### src/rtl/sync_fifo_fwft.sv
// rtl/sync_fifo_fwft.sv - single-clock FIFO, any depth, standard or first-word-fall-through read
// Occupancy is tracked by an explicit level counter; full/empty never come from pointer compare.
module sync_fifo_fwft #(
  parameter int BITS      = 32,
  parameter int SIZE      = 16,
  parameter int FWFT      = 0,
  parameter int AFULL_TH  = SIZE - 2,
  parameter int AEMPTY_TH = 2
) (
  input  logic                      clk,
  input  logic                      rst_n,
  input  logic                      p_clear,
  input  logic                      p_wr_en,
  input  logic [BITS-1:0]           p_wr_data,
  output logic                      p_wr_full,
  output logic                      p_wr_almost_full,
  input  logic                      p_rd_en,
  output logic [BITS-1:0]           p_rd_data,
  output logic                      p_rd_empty,
  output logic                      p_rd_almost_empty,
  output logic [$clog2(SIZE+1)-1:0] p_level,
  output logic                      p_overflow,
  output logic                      p_underflow
);

  localparam int LW = $clog2(SIZE + 1);
  localparam int PW = $clog2(SIZE);

  logic [BITS-1:0] mem_q [SIZE];
  logic [PW-1:0]   wr_ptr_q, wr_ptr_d;
  logic [PW-1:0]   rd_ptr_q, rd_ptr_d;
  logic [LW-1:0]   level_q, level_d;
  logic [BITS-1:0] rd_data_q, rd_data_d;
  logic            ovf_q, ovf_d;
  logic            unf_q, unf_d;
  logic            full, empty, wa, ra;

  // Explicit wrap so a non-power-of-two depth never addresses entry SIZE.
  function automatic logic [PW-1:0] ptr_next(input logic [PW-1:0] p);
    return (p == PW'(SIZE - 1)) ? '0 : p + PW'(1);
  endfunction

  assign full  = (level_q == LW'(SIZE));
  assign empty = (level_q == '0);
  assign wa    = p_wr_en & ~full & ~p_clear;
  assign ra    = p_rd_en & ~empty & ~p_clear;

  always_comb begin
    wr_ptr_d  = wr_ptr_q;
    rd_ptr_d  = rd_ptr_q;
    level_d   = level_q;
    rd_data_d = rd_data_q;
    ovf_d     = p_wr_en & full & ~p_clear;
    unf_d     = p_rd_en & empty & ~p_clear;
    if (p_clear) begin
      wr_ptr_d = '0;
      rd_ptr_d = '0;
      level_d  = '0;
    end else begin
      if (wa) wr_ptr_d = ptr_next(wr_ptr_q);
      if (ra) begin
        rd_ptr_d  = ptr_next(rd_ptr_q);
        rd_data_d = mem_q[rd_ptr_q];
      end
      case ({wa, ra})
        2'b10:   level_d = level_q + LW'(1);
        2'b01:   level_d = level_q - LW'(1);
        default: level_d = level_q;
      endcase
    end
  end

  always_ff @(posedge clk) begin
    if (!rst_n) begin
      wr_ptr_q  <= '0;
      rd_ptr_q  <= '0;
      level_q   <= '0;
      rd_data_q <= '0;
      ovf_q     <= 1'b0;
      unf_q     <= 1'b0;
    end else begin
      wr_ptr_q  <= wr_ptr_d;
      rd_ptr_q  <= rd_ptr_d;
      level_q   <= level_d;
      rd_data_q <= rd_data_d;
      ovf_q     <= ovf_d;
      unf_q     <= unf_d;
    end
  end

  always_ff @(posedge clk) begin
    if (rst_n && wa) mem_q[wr_ptr_q] <= p_wr_data;
  end

  // In FWFT mode the head word is shown live; when empty the last popped word stays stable.
  generate
    if (FWFT != 0) begin : g_fwft
      assign p_rd_data = empty ? rd_data_q : mem_q[rd_ptr_q];
    end else begin : g_std
      assign p_rd_data = rd_data_q;
    end
  endgenerate

  assign p_wr_full         = full;
  assign p_rd_empty        = empty;
  assign p_wr_almost_full  = (int'(level_q) >= AFULL_TH);
  assign p_rd_almost_empty = (int'(level_q) <= AEMPTY_TH);
  assign p_level           = level_q;
  assign p_overflow        = ovf_q;
  assign p_underflow       = unf_q;

endmodule
### config.mk
export PLATFORM = sky130hd
export DESIGN_NAME = sync_fifo_fwft
export DESIGN_NICKNAME = d
export VERILOG_FILES = /design/src/rtl/sync_fifo_fwft.sv
export SDC_FILE = /design/constraint.sdc
export NUM_CORES = 1
export LEC_CHECK = 0
export ABC_AREA = 1
export CAP_MARGIN = 20
export CORE_MARGIN = 2
export CORE_UTILIZATION = 40
export DETAILED_ROUTE_END_ITERATION = 16
export PLACE_DENSITY = 0.63
export SLEW_MARGIN = 20
export SYNTH_ARGS = -nofsm -noshare
export SYNTH_HDL_FRONTEND = slang
export SYNTH_SLANG_ARGS = --single-unit
### constraint.sdc
create_clock -name clk -period 8.1 [get_ports clk]
set_clock_uncertainty 0.15 [all_clocks]
set_input_delay 2.025 -clock clk [delete_from_list [all_inputs] [get_ports clk]]
set_output_delay 2.025 -clock clk [all_outputs]
set_load 0.02 [all_outputs]
* Word-level counts from Yosys, hierarchy flattened
Memory sizes are Yosys's and may differ from the RTL's. A register that Yosys moved wholly into a read port is not among the register bits.
Cells that the tools add are included.
** Storage, ports and cells
- Logic and storage cells :: 40
- Bits in registers :: 15
- Output and inout bits :: 43
- Input bits :: 37
- Memory bits (writable) :: 512
- Memories :: 1
** Cells by class
- Reduce and logical (&&, ||, !) cells :: 6
- $lt $le $gt $ge :: 2
- Add/subtract/negate cells :: 4
- Multiplexer cells :: 5
- Bitwise logic cells :: 12
- Equality and inequality tests :: 5
** Memories
- mem_q :: depth 16, bits a word 32, rd ports 1, clocked after memory_dff 1, write ports 1, line 29 : logic [BITS-1:0] mem_q [SIZE];
** Operators by type and width (count)
- 5-bit case mux with 2 select lines :: 1
- 4-bit by 1-bit adder with 4-bit output, second input constant :: 2
- 1-bit AND :: 8
- 4-bit == test, second input constant :: 2
- 4-bit 2-to-1 mux :: 2
- 5-bit by 1-bit adder with 5-bit output, second input constant :: 1
- 5-bit == test, second input constant :: 1
- 5-bit by 4-bit >= comparator with 1-bit output, second input constant :: 1
- 5-bit by 2-bit less-or-equal comparator with 1-bit output, second input constant :: 1
- 5-bit logical NOT :: 1
- 5-bit by 1-bit subtractor with 5-bit output, second input constant :: 1
- 1-bit inverter :: 4
- 2-bit by 1-bit == test with 1-bit output, second input constant :: 1
- 2-bit == test, second input constant :: 1
- 1-bit 2-to-1 mux :: 2
- 2-bit AND reduction :: 1
- 2-bit nonzero test :: 1
- 2-bit OR reduction :: 1
- 1-bit logical AND :: 1
- 1-bit logical NOT :: 1

* Depth between registers and ports, before layout
- Word-level depth :: 7
- Mapped depth :: 16

* Worst setup path before layout
OpenSTA, ideal clock, no wires.
- Kind :: input-to-reg
- Start point :: input port p_clear
- End point :: memory mem_q[3][0], enable pin
- Data required time :: 7.489 ns
- Cell stages on the path :: 4
- Setup time :: 0.461 ns
- Path slack :: 2.777 ns
- Arrival :: 4.711 ns
- Path through :: nand3b_2 > inv_1 > nand2_1 > nor3_1
** On the way
- Cells in the longest elaborated chain, start to end :: 5
** RTL lines
- start: declaration :: line 12 : input logic p_clear,
- 1-bit inverter (no line)
- 1-bit AND :: line 45 : assign wa = p_wr_en & ~full & ~p_clear;
- 1-bit logical AND :: line 92 : if (rst_n && wa) mem_q[wr_ptr_q] <= p_wr_data;
- 1-bit 2-to-1 mux :: line 92
- 1-bit 2-to-1 mux (not written as such) :: line 92
- end: declaration :: line 29
Every way passes these cells.

* Worst setup path in the final report
- Start point :: input port p_rd_en
- End point :: register level_q[4], in the netlist p_level[4]
** On the way
- Cells in the longest elaborated chain, start to end :: 4
- Elaborated cells on any way between the ends :: 6
- Those cells by class :: eq/ne: 2; mux: 1; bitwise: 2; reduce/logical: 1
** RTL lines
- start: declaration :: line 17 : input logic p_rd_en,
- 1-bit AND (*) (2 in series) :: line 46 : assign ra = p_rd_en & ~empty & ~p_clear;
- 2-bit by 1-bit == test with 1-bit output / 2-bit == test (equally long branches) :: line 65 : case ({wa, ra})
- 5-bit case mux with 2 select lines / 2-bit nonzero test (equally long branches)
- end signal: assignment :: line 84 : level_q <= level_d;
- end: declaration :: line 32 : logic [LW-1:0] level_q, level_d;
Mark *: on every way between the ends. The rest lies on a longest branch, timed or not.
A chain may end at the register's enable or synchronous reset.

==> impl_metrics.tcl <==
set metrics [dict create \
    grt.total_usage_pct 18.66 \
    holdPathStages 2 \
    fin_crit_sh_pct 56.69 \
    hold_buffers 0 \
    power.density_mw_per_mm2 219.2 \
    setup_viol 0 \
    total_power_uw 6062 \
    ys_seq_area_share_pct 67.94 \
    hold_viol 0 \
    hold_ws_ns 0.3988 \
    design.core.area_sq_mm 0.05924 \
    ir_worst_vdd_v 0.0001324 \
    crit_arrival_ns 4.97 \
    post_drt_via_cell_ratio 4.981 \
    status "completed" \
    drv_cap 0 \
    vias 15680 \
    htreeDepth 2 \
    crit_cells 14 \
    mostFrequentLayoutCell "nand2_1" \
    endpoint_kind "flop" \
    ff_latch_area_sq_mm 0.01633 \
    clk-insertion-delay-late_ns 0.61 \
    clk_pin_slew_worst_paths_ns 0.06 \
    io_buffer_count 79 \
    rsz0062_at_grt "no" \
    ys_warn_count 0 \
    routabilityCongestion 0.8006 \
    grt_pass1_vias 15350 \
    path_max_fanout 69 \
    rows 89 \
    syn_area_sq_mm 0.02401 \
    wl_per_cell_um 18.55 \
    path_delay_family "buffers and inverters" \
    crit_required_ns 8.48 \
    antenna_found_initial 0 \
    cpMaxStageDelayCell "buf_4" \
    min_from "wr_ptr_q[0]$_SDFFE_PP0P_" \
    drive_gt1_share_pct 9.768 \
    ant_nets 0 \
    syn_inst 2276 \
    cts_tree "yes" \
    synth_nets 2323 \
    path_cells "clkdlybuf4s50_1 -> nand2_1 -> nor2_4 -> buf_4 -> ha_1 -> inv_1 -> fa_1 -> inv_1 -> nand2_1 -> a21boi_0 -> o21bai_1 -> nand2_1 -> nand2_1 -> a21oi_1" \
    max_freq_ghz 0.2178 \
    startpoint "p_rd_en" \
    clock-root-buffer "clkbuf_16" \
    gr-total-overflow 0 \
    syn_to_final_growth_pct 15.15 \
    fill_cells 5362 \
    first_pass_iters 5 \
    synth.avg_cell_area_sq_um 10.55 \
    grt_start_max_net_pins 95 \
    r2r-start "rd_ptr_q[0]$_SDFFE_PP0P_" \
    die_h_um 249.0 \
    drv_slew 0 \
    wl_mm 58.39 \
    hp-class "flop to flop" \
    initial_core_util_pct 40.54 \
    cts.repair.resized 0 \
    post-route-min-period_ns 4.592 \
    nNetsFinal 2375 \
    cp-start-kind "input port" \
    dp_hpwl_mm 33.07 \
    cts_buffers 58 \
    cts.sinks 559 \
    synth-seq-cells 559 \
    crit_top_cell "nand2_1" \
    tns_ns 0 \
    dieArea_sq_mm 0.06201 \
    path_buf_inv 4 \
    slew_headroom_pct 31.86 \
    reg2regPathDepth 9 \
    postCtsSetupBuffers 0 \
    worst_pin_slew_ns 1.022 \
    dr.first_iter.drc_count 1301 \
    max_stage_delay_ns 0.68 \
    dieWidth_um 249.0 \
    worstSetupPathType "input port to flop" \
    drc 0 \
    final_util_pct 46.68 \
    grt_pass1_wl_mm 89.64 \
    clk_path_buf_depth 3 \
    ys_types 33 \
    multi_input_area_sq_mm 0.005709 \
    io_pins 80 \
    power.leakage_uw 0.01110 \
    antenna_cells 0 \
    final_cell_mix "537 x nand2_1, 512 x edfxtp_1, 458 x nand3_1" \
]
[area by class of cell]
type	instances	area share (%)
sequential	559	59.04
multi-input combinational	1189	20.65
clock buffer	80	5.805
timing repair buffer	108	4.389
tap	773	3.498
clock inverter	27	1.009
inverter	412	5.611
[per-layer routing]
metal  track usage, %  vias to the layer above  part of all wire [%]
met1            24.85                     7551                    43
met3            2.936                       86                   6.1
met4            4.750                        0                   2.1
li1                 -                     7541                     -
met5                0                        -                     0
met2            31.94                      503                    49
[flip-flops by register name, summed over array words and instances (netlist names)]
signal / flops
mem_q: 512
p_level: 5
p_overflow: 1
p_rd_data: 32
p_underflow: 1
rd_ptr_q: 4
wr_ptr_q: 4
[final timing paths]
path / to / slack, ns
max reg2reg: p_rd_data[20]$_SDFFE_PN0P_ / 4.26
min: wr_ptr_q[0]$_SDFFE_PP0P_ / 0.40
min reg2reg: wr_ptr_q[0]$_SDFFE_PP0P_ / 0.40
max: p_level[4]$_SDFFE_PP0P_ / 3.51
[cell usage after synthesis]
cell	n	area, sq um
a2111oi_0	1	8.760
a21boi_0	1	7.510
a21oi_1	13	65.06
buf_1	16	60.06
buf_2	43	215.2
buf_4	10	75.07
buf_6	3	33.78
clkbuf_1	39	146.4
clkbuf_2	5	25.02
clkinv_1	1	3.750
dfxtp_1	47	940.9
edfxtp_1	512	15370
fa_1	1	20.02
ha_1	9	112.6
inv_1	408	1531
inv_2	3	11.26
nand2_1	537	2016
nand3_1	458	2292
nand3b_1	1	7.510
nand3b_2	1	11.26
nand4_1	1	6.260
nand4_2	1	12.51
nor2_1	18	67.56
nor2_4	1	11.26
nor3_1	3	15.01
o21a_1	32	240.2
o21ai_0	7	35.03
o21bai_1	1	7.510
o31ai_1	1	7.510
or2_1	10	62.56
or2_2	86	538.0
xnor2_1	1	8.760
xor2_1	5	43.79
[logic make-up after synthesis]
logic type	share of synthesized area (%)
simple gates	20.99
flops	67.94
buf+inv	8.753
compound gates	1.547
fa+ha+maj	0.5523
xor+xnor	0.2188
[per-stage QoR]
step | cells | area (sq um) | worst slack [ns]
floorplan | 2276 | 24010 | 2.777
global placement | 3029 | 25470 | 2.939
detailed placement | 3033 | 25580 | 2.867
CTS | 3140 | 27460 | 3.504
global route | 3148 | 27650 | 3.372
finish | 3148 | 27650 | 3.508
[report_power, final]
part | internal [uW] | switching, uW
sequential | 3170 | 14.4
combinational | 82.6 | 162
clock | 1540 | 1090
total | 4790 | 1270
[worst min-delay path: stages (launching register included)]
cell and delay [ns]:
dfxtp_1 0.36, nand2_1 0.08, a21oi_1 0.06
Power figures use the tool's default switching activity.
